===== src/rtl/traffic_light_monitor.sv =====
// traffic_light_monitor
//   Passive checker for the one-hot traffic light bus. Decodes the current phase,
//   measures how long each phase is held, and flags encoding, ordering and dwell
//   faults once the G->Y->R sequence has been acquired. Never drives the lights.
//
// Optional feature macro: TLM_STICKY_EN (adds err_clr_i / err_sticky_o).
//
// Ports
//   clk           in   1  clock, rising edge
//   rst           in   1  synchronous reset, active-high
//   lights_i      in   3  [0]=green [1]=yellow [2]=red
//   phase_o       out  2  0=GREEN 1=YELLOW 2=RED 3=INVALID (last sample)
//   locked_o      out  1  sequence acquired, dwell checking active
//   cycle_done_o  out  1  pulse: locked R->G with correct red dwell
//   err_onehot_o  out  1  pulse: lights not exactly one-hot
//   err_order_o   out  1  pulse: illegal phase transition
//   err_dwell_o   out  1  pulse: phase dwell wrong while locked
//   err_count_o   out  8  saturating count of error pulses
//   err_clr_i     in   1  (TLM_STICKY_EN) clear sticky flags
//   err_sticky_o  out  3  (TLM_STICKY_EN) {dwell,order,onehot} sticky flags
module traffic_light_monitor #(
  parameter int unsigned GREEN_TICKS  = 4,
  parameter int unsigned YELLOW_TICKS = 2,
  parameter int unsigned RED_TICKS    = 6,
  parameter int unsigned CNT_W        = 8
) (
  input  logic       clk,
  input  logic       rst,
  input  logic [2:0] lights_i,
  output logic [1:0] phase_o,
  output logic       locked_o,
  output logic       cycle_done_o,
  output logic       err_onehot_o,
  output logic       err_order_o,
  output logic       err_dwell_o,
  output logic [7:0] err_count_o
`ifdef TLM_STICKY_EN
  ,
  input  logic       err_clr_i,
  output logic [2:0] err_sticky_o
`endif
);

  localparam int unsigned ERR_CNT_W = 8;
  localparam logic [ERR_CNT_W-1:0] ERR_CNT_MAX = '1;
  localparam logic [CNT_W-1:0]     RUN_MAX     = '1;

  typedef enum logic [1:0] {
    PH_GREEN   = 2'd0,
    PH_YELLOW  = 2'd1,
    PH_RED     = 2'd2,
    PH_INVALID = 2'd3
  } phase_e;

  typedef enum logic {
    ST_ACQUIRE = 1'b0,
    ST_TRACK   = 1'b1
  } state_e;

  state_e                 r_state;
  state_e                 w_state_nxt;
  phase_e                 r_phase;
  phase_e                 w_phase;
  phase_e                 w_succ;
  logic [CNT_W-1:0]       r_run;
  logic [CNT_W-1:0]       w_run_nxt;
  logic [CNT_W-1:0]       w_expected;
  logic [ERR_CNT_W-1:0]   r_err_count;
  logic [ERR_CNT_W-1:0]   w_err_count_nxt;
  logic                   r_cycle_done;
  logic                   r_err_onehot;
  logic                   r_err_order;
  logic                   r_err_dwell;
  logic                   w_cycle_done;
  logic                   w_err_onehot;
  logic                   w_err_order;
  logic                   w_err_dwell;
  logic                   w_last_valid;
  logic                   w_change;
  logic                   w_legal;

  // Decode the light bus into a phase; anything not one-hot is INVALID.
  always_comb begin
    w_phase = PH_INVALID;
    case (lights_i)
      3'b001:  w_phase = PH_GREEN;
      3'b010:  w_phase = PH_YELLOW;
      3'b100:  w_phase = PH_RED;
      default: w_phase = PH_INVALID;
    endcase
  end

  // Legal successor and expected dwell of the phase currently being held.
  always_comb begin
    w_succ     = PH_INVALID;
    w_expected = '0;
    case (r_phase)
      PH_GREEN: begin
        w_succ     = PH_YELLOW;
        w_expected = CNT_W'(GREEN_TICKS);
      end
      PH_YELLOW: begin
        w_succ     = PH_RED;
        w_expected = CNT_W'(YELLOW_TICKS);
      end
      PH_RED: begin
        w_succ     = PH_GREEN;
        w_expected = CNT_W'(RED_TICKS);
      end
      default: begin
        w_succ     = PH_INVALID;
        w_expected = '0;
      end
    endcase
  end

  assign w_last_valid = (r_phase != PH_INVALID);
  assign w_change     = (w_phase != PH_INVALID) && w_last_valid && (w_phase != r_phase);
  assign w_legal      = w_change && (w_phase == w_succ);

  // Run length of the current phase, restarting at 1 whenever the phase changes.
  always_comb begin
    w_run_nxt = r_run;
    if (w_phase != r_phase) begin
      w_run_nxt = CNT_W'(1);
    end else if (r_run != RUN_MAX) begin
      w_run_nxt = r_run + CNT_W'(1);
    end
  end

  // Next state and error classification; the if-chain encodes onehot > order > dwell.
  always_comb begin
    w_state_nxt  = r_state;
    w_err_onehot = 1'b0;
    w_err_order  = 1'b0;
    w_err_dwell  = 1'b0;
    w_cycle_done = 1'b0;
    if (w_phase == PH_INVALID) begin
      w_err_onehot = 1'b1;
      w_state_nxt  = ST_ACQUIRE;
    end else if (w_change && !w_legal) begin
      w_err_order = 1'b1;
      w_state_nxt = ST_ACQUIRE;
    end else if (r_state == ST_ACQUIRE) begin
      if (w_legal) begin
        w_state_nxt = ST_TRACK;
      end
    end else begin
      if (w_legal) begin
        // A run beyond expected was already reported while stuck; only short runs flag here.
        if (r_run < w_expected) begin
          w_err_dwell = 1'b1;
        end else if ((r_run == w_expected) && (r_phase == PH_RED)) begin
          w_cycle_done = 1'b1;
        end
      end else if (r_run == w_expected) begin
        // Same phase held: this sample makes the run one longer than expected.
        w_err_dwell = 1'b1;
      end
    end
  end

  always_comb begin
    w_err_count_nxt = r_err_count;
    if ((w_err_onehot || w_err_order || w_err_dwell) && (r_err_count != ERR_CNT_MAX)) begin
      w_err_count_nxt = r_err_count + ERR_CNT_W'(1);
    end
  end

  // FSM state register.
  always_ff @(posedge clk) begin
    if (rst) begin
      r_state <= ST_ACQUIRE;
    end else begin
      r_state <= w_state_nxt;
    end
  end

  // Phase tracking and output registers.
  always_ff @(posedge clk) begin
    if (rst) begin
      r_phase      <= PH_INVALID;
      r_run        <= '0;
      r_err_count  <= '0;
      r_cycle_done <= 1'b0;
      r_err_onehot <= 1'b0;
      r_err_order  <= 1'b0;
      r_err_dwell  <= 1'b0;
    end else begin
      r_phase      <= w_phase;
      r_run        <= w_run_nxt;
      r_err_count  <= w_err_count_nxt;
      r_cycle_done <= w_cycle_done;
      r_err_onehot <= w_err_onehot;
      r_err_order  <= w_err_order;
      r_err_dwell  <= w_err_dwell;
    end
  end

  assign phase_o      = r_phase;
  assign locked_o     = (r_state == ST_TRACK);
  assign cycle_done_o = r_cycle_done;
  assign err_onehot_o = r_err_onehot;
  assign err_order_o  = r_err_order;
  assign err_dwell_o  = r_err_dwell;
  assign err_count_o  = r_err_count;

`ifdef TLM_STICKY_EN
  logic [2:0] r_sticky;

  // Sticky flags: a new error in the clearing cycle survives the clear.
  always_ff @(posedge clk) begin
    if (rst) begin
      r_sticky <= 3'b000;
    end else begin
      r_sticky <= (err_clr_i ? 3'b000 : r_sticky) | {w_err_dwell, w_err_order, w_err_onehot};
    end
  end

  assign err_sticky_o = r_sticky;
`endif

endmodule


===== config.mk =====
export PLATFORM = sky130hd
export DESIGN_NAME = traffic_light_monitor
export DESIGN_NICKNAME = d
export VERILOG_FILES = /design/src/rtl/traffic_light_monitor.sv
export SDC_FILE = /design/constraint.sdc
export NUM_CORES = 1
export LEC_CHECK = 0
export BUFFER_PORTS_ARGS = -buffer_cell sky130_fd_sc_hd__clkbuf_2
export CELL_PAD_IN_SITES_DETAIL_PLACEMENT = 1
export CELL_PAD_IN_SITES_GLOBAL_PLACEMENT = 2
export CORE_UTILIZATION = 33
export CTS_CLUSTER_SIZE = 10
export DETAILED_ROUTE_END_ITERATION = 7
export MAX_ROUTING_LAYER = met4
export PLACE_DENSITY_LB_ADDON = 0.1
export SLEW_MARGIN = 20
export SYNTH_ARGS = -nofsm -noshare
export SYNTH_HDL_FRONTEND = slang
export SYNTH_SLANG_ARGS = --single-unit
export TNS_END_PERCENT = 10

===== constraint.sdc =====
create_clock -name clk -period 2.7 [get_ports clk]
set_input_delay 0.81 -clock clk [delete_from_list [all_inputs] [get_ports clk]]
set_output_delay 0.81 -clock clk [all_outputs]
set_load 0.05 [all_outputs]

==> results.py, run 1 <==
metrics = {
    "power_and_ir_drop": {
        "p_int_mw": 0.5293,
        "peakVddDrop_uv": 234.6,
        "p_switching_mw": 0.2471,
        "power.leakage_nw": 0.6997,
        "combinationalPowerShare_pct": 24.2,
        "seqPwrFrac_pct": 46.8,
        "sw_frac_of_total_pct": 31.83,
        "clock_power_share_pct": 29.0,
        "power_density_nw_per_um2": 454.6,
    },
    "logic_synthesis": {
        "syn-instance-count": 169,
        "synth_edf_count": 0,
        "ys_seq_area_share_pct": 32.39,
        "ys_ff_latch": 23,
        "synthArstFlopShare_pct": 0,
        "synthesis.nets": 181,
        "synth_top_flop_cell": "dfxtp_1",
        "synth_compound_gate_area_share_pct": 19.89,
        "synth_area_um2": 1421,
        "synth.distinct_cells": 51,
        "synthXorXnorAreaFrac_pct": 3.697,
        "synthAdderAreaFrac_pct": 6.162,
        "syn_avg_cell_area_um2": 8.410,
        "synthSimpleGateAreaFrac_pct": 31.34,
        "ys_warn_count": 0,
        "synth_top_family_by_area": "simple AND/OR/NAND/NOR gates",
        "synth.area.mux_share_pct": 1.056,
    },
    "timing": {
        "skew_ps": 9.485,
        "hold_viol_final": 0,
        "fmaxAchievable_mhz": 384.7,
        "fin_crit_ps": 2600,
        "slew-limit-headroom_pct": 63.39,
        "timing.final.ws_setup_ps": 100.4,
        "post-route-period-util_pct": 96.28,
        "rsz0062_at_grt": "false",
        "finalSetupViolations": 0,
        "drv_slew": 0,
        "tightestPinTransition_ps": 543.5,
    },
    "routing": {
        "drc": 0,
        "drt-total-wl_um": 3759,
        "wire_per_inst_um": 14.98,
        "dr.pass1.iters": 4,
        "drtIter0Drc": 63,
        "ant_nets": 0,
        "viasPerCell": 5.398,
        "vias": 1355,
    },
    "clock_tree": {
        "clkTransAtPathRegs_ps": 90,
        "cts_hold_buffers": 0,
        "clk_root_buffer_cell": "clkbuf_8",
        "cts.path.max_buffers": 2,
        "cts_max_level": 1,
        "cts_tree": "yes",
        "cts.sinks": 23,
        "cts_buffers": 3,
        "insertion_delay_ps": 270,
    },
    "worst_setup_path": {
        "worst-path-buf-inv": 2,
        "cp_slowest_cell": "or4_1",
        "cp_cell_sequence": "buf_4 -> ha_1 -> or2_2 -> o221ai_1 -> o311a_1 -> nor4_4 -> buf_4 -> or4_1 -> a21oi_1",
        "cp_common_cell": "buf_4",
        "reg2reg_slack_ps": 100,
        "r2r.worst_path.cells": 9,
        "path_max_fanout": 10,
        "r2r_end": "err_count_o[3]",
        "worst_setup_path_end_kind": "register",
        "worstSetupPathType": "reg -> reg",
        "start_kind": "register",
        "rr_startpoint": "phase_o[0]",
        "worst_ep_arrival_time_ps": 2800,
        "slowest_delay_ps": 500,
        "cp.depth": 9,
        "cp_top_family": "simple AND/OR/NAND/NOR gates",
        "required_ps": 2900,
    },
    "global_routing": {
        "grt_pass1_wl_um": 6127,
        "grt_usage_pct": 18.31,
        "grt_overflow_total": 0,
        "antenna_found_initial": 0,
        "grt_pass1_vias": 1315,
        "grt_start_max_net_pins": 19,
    },
    "cells_and_area": {
        "fin_util_pct": 42.09,
        "multi_input_area_um2": 883.3,
        "nets": 214,
        "fillCellCount": 497,
        "drive_gt1_share_pct": 25.37,
        "syn_to_final_growth_pct": 20.16,
        "seq_area_um2": 467.9,
        "n_antenna_cell": 0,
        "final_common_cell": "dfxtp_1",
        "final_area_um2": 1708,
        "layout_common_cells": "21 x dfxtp_1, 19 x clkbuf_2, 17 x buf_4, 16 x nor2_1, 13 x nand2_1",
    },
    "min_path": {
        "min_from": "locked_o",
        "hold_end": "locked_o",
        "hold_class": "reg -> reg",
        "hold_depth": 2,
    },
    "placed_design": {
        "port_buffers": 19,
        "dp_hpwl_um": 2827,
        "post-place-ws_ps": -103.5,
        "placed_area_um2": 1632,
        "gp_congestion": 0.8022,
    },
    "die": {
        "die_h_um": 67.63,
        "ios": 20,
        "core_area_um2": 4058,
        "die-area_um2": 4574,
        "rows": 23,
        "die_w_um": 67.63,
        "start_util_pct": 35.03,
    },
    "flow_run": {
        "maxCapViolations": 0,
    },
    "status": {
        "status": "completed",
    },
}
## metrics by stage
step | cells | hold slack [ps] | power, mW | setup TNS (ps)
final | 251 | 498.3 | 0.7764 | 0
after global routing | 251 | 544.5 | 0.8159 | 0
after CTS | 248 | 495.9 | 0.7860 | 0
after detailed placement | 244 | 481.8 | 0.5571 | -334.0
after floorplan | 169 | 495.0 | 0.4997 | 0
after global placement | 244 | 483.2 | 0.5512 | -196.9
## flip-flops by register name, summed over array words and instances, names as in the netlist
signal,cells
cycle_done_o,1
err_count_o,8
err_dwell_o,1
err_onehot_o,1
err_order_o,1
locked_o,1
phase_o,2
r_run,8
## timing repair
| action | 4_1_cts | 5_1_grt |
|---|---|---|
| gates resized for setup | 0 | 2 |
| endpoints found under the setup margin | 0 | 7 |
| buffers inserted | 0 | 3 |
## worst max path at each step
stage | from | slack, ps | end
final | phase_o[0] | 100 | err_count_o[3]
after global routing | phase_o[0] | 0.4 | err_count_o[7]
after CTS | phase_o[0] | 50 | err_count_o[1]
after detailed placement | lights_i[0] | -100 | err_count_o[3]
after global placement | lights_i[0] | -80 | err_count_o[3]
after floorplan | phase_o[1] | 30 | err_count_o[5]
## routing by layer
metal	share of wire, %	up-vias	track usage, %
met4	0.82	0	4.787
met2	47	17	29.08
met3	2.7	4	4.054
met5	0	-	-
met1	49	649	23.15
li1	-	685	-
## logic make-up (layout without fill, tap and decap cells)
logic type,after synthesis,count (layout)
muxes,1,1
buffers and inverters,14,46
adders and majority gates,7,7
AOI/OAI and AO/OA,41,41
xor gates and xnor gates,6,6
DFF,23,23
and+or+nand+nor,77,77
## layout make-up
type                    count  share of cell area, %
clock buffers               3                  2.418
clock inverters             1                 0.4396
inverters                   6                  1.319
multi-input cells         132                  51.72
flip-flops and latches     23                  27.40
well taps                  50                  3.663
repair buffers             36                  13.04
## power groups by stage
stage | sequential, mW | clock (mW) | combinational, mW
2_1_floorplan | 0.395 | 0 | 0.105
3_3_place_gp | 0.372 | 0 | 0.179
3_5_place_dp | 0.373 | 0 | 0.184
4_1_cts | 0.365 | 0.236 | 0.185
5_1_grt | 0.365 | 0.243 | 0.208
6_report | 0.363 | 0.225 | 0.188
## tightest hold or removal path: stages (launching register included)
cell and delay [ps]:
dfxtp_1 340, nand2_1 50, a21boi_0 70
## synth_stat cells, types with 2 or more instances
| cell type | instances | area (µm²) |
|---|---|---|
| nand2b_1 | 3 | 18.77 |
| nor3_1 | 3 | 15.01 |
| buf_2 | 2 | 10.01 |
| a21oi_1 | 12 | 60.06 |
| nor4_1 | 3 | 18.77 |
| nor2b_1 | 3 | 18.77 |
| or3_1 | 2 | 12.51 |
| nand4_1 | 2 | 12.51 |
| and3_1 | 6 | 37.54 |
| or4_1 | 4 | 30.03 |
| o31ai_1 | 4 | 30.03 |
| buf_6 | 2 | 22.52 |
| nand3_1 | 9 | 45.04 |
| xor2_1 | 4 | 35.03 |
| buf_4 | 2 | 15.01 |
| inv_1 | 6 | 22.52 |
| xnor2_1 | 2 | 17.52 |
| nor2_1 | 16 | 60.06 |
| a31oi_1 | 2 | 12.51 |
| nand2_1 | 13 | 48.80 |
| nor4b_1 | 2 | 17.52 |
| nor3b_1 | 3 | 22.52 |
| clkbuf_1 | 2 | 7.510 |
| ha_1 | 7 | 87.58 |
| dfxtp_1 | 23 | 460.4 |
| o21ai_0 | 7 | 35.03 |
No activity file was read; power rests on OpenSTA's default activity.
==> inputs of run 2 (changes only) <==
ABC_AREA = 1   (was unset)
CORE_UTILIZATION = 31   (was 33)
==> results.py, run 2 <==
metrics = {
    "status": {
        "status": "completed",
    },
    "global_routing": {
        "grt_pass1_vias": 1127,
        "grt_pass1_wl_um": 4919,
        "grt_start_max_net_pins": 14,
        "antenna_found_initial": 0,
        "grt_overflow_total": 0,
        "grt_usage_pct": 15.27,
    },
    "clock_tree": {
        "cts_resized": 0,
        "clkTransAtPathRegs_ps": 90,
        "clk_root_buffer_cell": "clkbuf_8",
        "cts_tree": "yes",
        "cts.sinks": 23,
        "cts_hold_buffers": 0,
        "cts_max_level": 1,
        "cts_buffers": 3,
        "insertion_delay_ps": 260,
        "cts.path.max_buffers": 2,
        "cts_setup_buffers": 0,
    },
    "worst_setup_path": {
        "worst-path-buf-inv": 1,
        "worst_setup_path_end_kind": "register",
        "start_kind": "input pin",
        "worst_ep_arrival_time_ps": 2390,
        "slowest_delay_ps": 270,
        "path_max_fanout": 10,
        "cp.depth": 15,
        "rr_startpoint": "phase_o[0]",
        "worstSetupPathType": "in -> reg",
        "reg2reg_slack_ps": 510,
        "cp_cell_sequence": "clkbuf_2 -> nor2_2 -> nand2_2 -> nand3_2 -> nand2_2 -> nand2_1 -> nand2_1 -> nor2_2 -> nand3_1 -> nand2_1 -> nand2_2 -> o21bai_4 -> nand2_4 -> nand2_1 -> a21oi_1",
        "cp_slowest_cell": "o21bai_4",
        "cp_top_family": "simple AND/OR/NAND/NOR gates",
        "r2r_end": "err_count_o[2]",
        "cp_common_cell": "nand2_1",
        "required_ps": 2840,
        "r2r.worst_path.cells": 11,
    },
    "placed_design": {
        "place_inst": 228,
        "post-place-ws_ps": 163.8,
        "dp_hpwl_um": 2203,
        "gp_congestion": 0.7632,
        "port_buffers": 19,
    },
    "power_and_ir_drop": {
        "power.leakage_nw": 0.6383,
        "seqPwrFrac_pct": 50.7,
        "combinationalPowerShare_pct": 19.1,
        "sw_frac_of_total_pct": 30.65,
        "clock_power_share_pct": 30.2,
        "p_switching_mw": 0.2182,
        "p_int_mw": 0.4938,
        "peakVddDrop_uv": 163.0,
        "power_density_nw_per_um2": 499.2,
    },
    "timing": {
        "timing.final.ws_setup_ps": 451.3,
        "finalSetupViolations": 0,
        "slew-limit-headroom_pct": 65.62,
        "fin_crit_ps": 2249,
        "tns_ps": 0,
        "tightestPinTransition_ps": 511.7,
        "skew_ps": 9.487,
        "drv_slew": 0,
        "fmaxAchievable_mhz": 444.7,
        "hold_viol_final": 0,
        "post-route-period-util_pct": 83.29,
        "rsz0062_at_grt": "false",
    },
    "logic_synthesis": {
        "yosysTopAreaCell": "dfxtp_1",
        "synthArstFlopShare_pct": 0,
        "synthesis.nets": 174,
        "yosysMostFrequentCell": "nand2_1",
        "ys_seq_area_share_pct": 37.47,
        "syn_avg_cell_area_um2": 7.584,
        "synth.distinct_cells": 23,
        "synth_area_um2": 1229,
        "ys_ff_latch": 23,
        "syn-instance-count": 162,
        "synthTopCellsByCount": "31 x nand2_1, 23 x dfxtp_1, 20 x inv_1, 19 x nand3_1, 14 x a21oi_1",
        "synth_top_flop_cell": "dfxtp_1",
        "ys_warn_count": 0,
        "yosys.area.top_type_share_pct": 37.47,
        "synth_edf_count": 0,
        "synth.area.top_cells": "dfxtp_1 37%, nand2_1 9.5%, nand3_1 7.7%",
    },
    "routing": {
        "wire_per_inst_um": 11.91,
        "drtIter0Drc": 40,
        "vias": 1115,
        "dr.pass1.iters": 2,
        "ant_nets": 0,
        "viasPerCell": 4.806,
        "drc": 0,
        "drt-total-wl_um": 2763,
    },
    "die": {
        "ios": 20,
        "core_area_um2": 3744,
        "die_h_um": 64.96,
        "start_util_pct": 32.82,
        "rows": 22,
        "die-area_um2": 4219,
        "die_w_um": 64.96,
    },
    "min_path": {
        "hold_class": "reg -> reg",
        "min_from": "locked_o",
        "hold_end": "cycle_done_o",
        "hold_depth": 2,
    },
    "flow_run": {
        "maxCapViolations": 0,
    },
    "cells_and_area": {
        "layoutNonFillerInstCount": 232,
        "drive_gt1_share_pct": 17.93,
        "nets": 197,
        "final_common_cell": "nand2_1",
        "fillCellCount": 500,
        "multi_input_area_um2": 689.4,
        "n_antenna_cell": 0,
        "fin_util_pct": 38.10,
        "seq_area_um2": 460.4,
        "syn_to_final_growth_pct": 16.09,
        "layout_common_cells": "31 x nand2_1, 23 x dfxtp_1, 20 x inv_1, 19 x nand3_1, 19 x clkbuf_2",
    },
}
## run 2: how the worst max path moves through the flow
stage                           start        endpoint  slack, ps
after global placement    lights_i[2]  err_count_o[6]        200
final                     lights_i[1]  err_count_o[2]        450
after floorplan            phase_o[0]  err_count_o[2]        440
after CTS                 lights_i[2]  err_count_o[2]        440
after detailed placement  lights_i[2]  err_count_o[2]        160
after global routing      lights_i[2]  err_count_o[4]        190
## run 2: cell families (layout without fill, tap and decap cells)
kind of cell	count (synthesis)	in the layout	synth area share, %
XOR/XNOR	9	9	6.416
AO/OA/AOI/OAI	19	19	9.470
AND/OR/NAND/NOR	83	83	33.10
buffers and inverters	21	43	6.415
adder cells (fa/ha/maj)	7	7	7.128
flip-flops	23	23	37.47
## run 2: cell type report
cell class | count | share of cell area, %
repair buffers | 19 | 6.667
multi-input cells | 118 | 48.33
flip-flops and latches | 23 | 32.28
clock inverters | 1 | 0.3509
inverters | 20 | 5.263
well taps | 48 | 4.211
clock buffers | 3 | 2.895
## run 2: power by group through the flow
stage / logic [mW] / clock network [mW] / registers (mW)
2_1_floorplan: 0.0785 / 0 / 0.394
3_3_place_gp: 0.135 / 0 / 0.369
3_5_place_dp: 0.138 / 0 / 0.369
4_1_cts: 0.138 / 0.225 / 0.361
5_1_grt: 0.154 / 0.246 / 0.363
6_report: 0.136 / 0.215 / 0.361
## run 2: metrics by stage
step	power, mW	hold WS (ps)	area (µm²)
final	0.7120	485.2	1426
after global routing	0.7628	520.1	1426
after CTS	0.7248	493.7	1426
after detailed placement	0.5068	478.3	1380
after global placement	0.5040	461.2	1380
after floorplan	0.4727	461.1	1229
## run 2: per-layer routing
metal	vias to the layer above	wire (µm)	track usage (%)
li1	582	-	-
met1	518	1360	19.09
met2	13	1302	24.61
met3	2	76	2.289
met4	0	24	5.833
met5	-	0	-
## run 2: tightest hold or removal path: stages (launching register included)
cell	delay, ps
dfxtp_1	340
nand2_1	70
nor4_1	40
==> inputs of run 3 (changes only) <==
clock period = 2.08 ns   (was 2.7 ns; I/O delays follow)
==> results.py, run 3 (synthesis gave the netlist of run 2 again) <==
metrics = {
    "clock_tree": {
        "cts.path.max_buffers": 2,
        "clkTransAtPathRegs_ps": 90,
        "insertion_delay_ps": 270,
        "cts_tree": "yes",
        "clk_root_buffer_cell": "clkbuf_8",
        "cts_buffers": 3,
        "cts_max_level": 1,
        "cts.sinks": 23,
    },
    "cells_and_area": {
        "layout_common_cells": "21 x dfxtp_1, 20 x nand2_1, 18 x nand3_1, 18 x buf_4, 17 x inv_1",
        "n_antenna_cell": 0,
        "drive_gt1_share_pct": 35.47,
        "final_area_um2": 1678,
        "nets": 216,
        "syn_to_final_growth_pct": 36.56,
        "final_common_cell": "dfxtp_1",
    },
    "global_routing": {
        "grt_start_max_net_pins": 13,
        "grt_overflow_total": 0,
        "antenna_found_initial": 0,
        "grt_usage_pct": 16.19,
        "grt_pass1_vias": 1191,
        "grt_pass1_wl_um": 5161,
    },
    "min_path": {
        "hold_class": "reg -> reg",
        "hold_end": "cycle_done_o",
        "hold_depth": 2,
        "min_from": "locked_o",
    },
    "timing": {
        "holdWs_ps": 486.8,
        "drv_slew": 0,
        "finalSetupViolations": 0,
        "post-route-period-util_pct": 95.55,
        "tightestPinTransition_ps": 431.3,
        "rsz0062_at_grt": "true",
        "hold_viol_final": 0,
        "skew_ps": 5.572,
        "slew-limit-headroom_pct": 71.03,
        "fin_crit_ps": 1988,
        "fmaxAchievable_mhz": 503.1,
    },
    "routing": {
        "viasPerCell": 4.920,
        "vias": 1235,
        "drc": 0,
        "wire_per_inst_um": 12.84,
        "drtIter0Drc": 46,
        "ant_nets": 0,
        "dr.pass1.iters": 4,
        "drt-total-wl_um": 3223,
    },
    "placed_design": {
        "port_buffers": 19,
        "gp_congestion": 0.7580,
        "placed_area_um2": 1510,
        "dp_hpwl_um": 2375,
    },
    "worst_setup_path": {
        "cp_common_cell": "nand2_2",
        "cp_cell_sequence": "buf_8 -> nand3b_1 -> nand3_4 -> nand2_4 -> nand2_2 -> nand2_2 -> nor2_4 -> nand3_2 -> nand2_1 -> nand2_2 -> o21bai_4 -> nand2_4 -> nand2_2 -> a21oi_2",
        "start_kind": "input pin",
        "r2r.worst_path.cells": 12,
        "required_ps": 2240,
        "worst_ep_arrival_time_ps": 2150,
        "cp_top_family": "simple AND/OR/NAND/NOR gates",
        "rr_startpoint": "phase_o[0]",
        "path_max_fanout": 7,
        "r2r_end": "err_count_o[5]",
        "reg2reg_slack_ps": 110,
        "worst_setup_path_end_kind": "register",
        "cp_slowest_cell": "o21bai_4",
        "worst-path-buf-inv": 1,
        "worstSetupPathType": "in -> reg",
        "slowest_delay_ps": 240,
    },
    "die": {
        "die_w_um": 64.96,
        "ios": 20,
        "rows": 22,
        "start_util_pct": 32.82,
        "die-area_um2": 4219,
        "core_area_um2": 3744,
        "die_h_um": 64.96,
    },
    "flow_run": {
        "maxCapViolations": 0,
    },
    "power_and_ir_drop": {
        "peakVddDrop_uv": 237.0,
        "power_density_nw_per_um2": 598.1,
        "power.leakage_nw": 0.7342,
    },
    "status": {
        "status": "completed",
    },
}
run 3: worst max path at each step:
stage	startpoint	endpoint	slack, ps	depth (start not counted)
after floorplan	phase_o[0]	err_count_o[2]	40	11
after global placement	lights_i[1]	err_count_o[6]	-160	14
after detailed placement	lights_i[2]	err_count_o[6]	-230	15
after CTS	phase_o[0]	err_count_o[6]	50	11
after global routing	phase_o[0]	err_count_o[5]	-40	12
final	lights_i[0]	err_count_o[5]	90	14
run 3: timing repair:
action | in CTS | in global routing
endpoints found under the setup margin | 0 | 8
setup buffers | 0 | 1
gates resized for setup | 0 | 34
hold buffers | 0 | 0
run 3: tightest hold or removal path, stage by stage, from the launching register on:
cell     delay [ps]
dfxtp_1         340
nand2_1          70
nor4_1           40
run 3: metal layers:
metal / vias up / routed length (µm) / GRT usage, %
li1: 628 / - / -
met1: 582 / 1439 / 18.82
met2: 21 / 1658 / 28.65
met3: 4 / 103 / 2.113
met4: 0 / 21 / 5.000
met5: - / 0 / -
run 3: cell type report:
type	count	area [µm²]
well taps	48	60.06
flip-flops and latches	23	462.9
repair buffers	37	252.7
inverters	20	75.07
multi-input cells	119	782.0
clock buffers	4	45.04
fillers	492	2066
run 3: through the flow:
step | total power, mW | cells | setup TNS, ps | utilization [%] | worst slack, ps
floorplan | 0.6141 | 162 | 0 | - | 37.95
global placement | 0.6871 | 245 | -1165 | 40.34 | -164.2
detailed placement | 0.6931 | 245 | -1703 | 40.34 | -232.4
CTS | 0.9814 | 249 | 0 | 41.54 | 46.02
global route | 1.061 | 251 | -129.5 | 44.82 | -37.82
finish | 1.004 | 251 | 0 | 44.82 | 92.49
run 3: report_power, final:
| part | internal [mW] | switching [mW] |
|---|---|---|
| Clock | 0.137 | 0.149 |
| Combinational | 0.0969 | 0.151 |
| Sequential | 0.455 | 0.0149 |
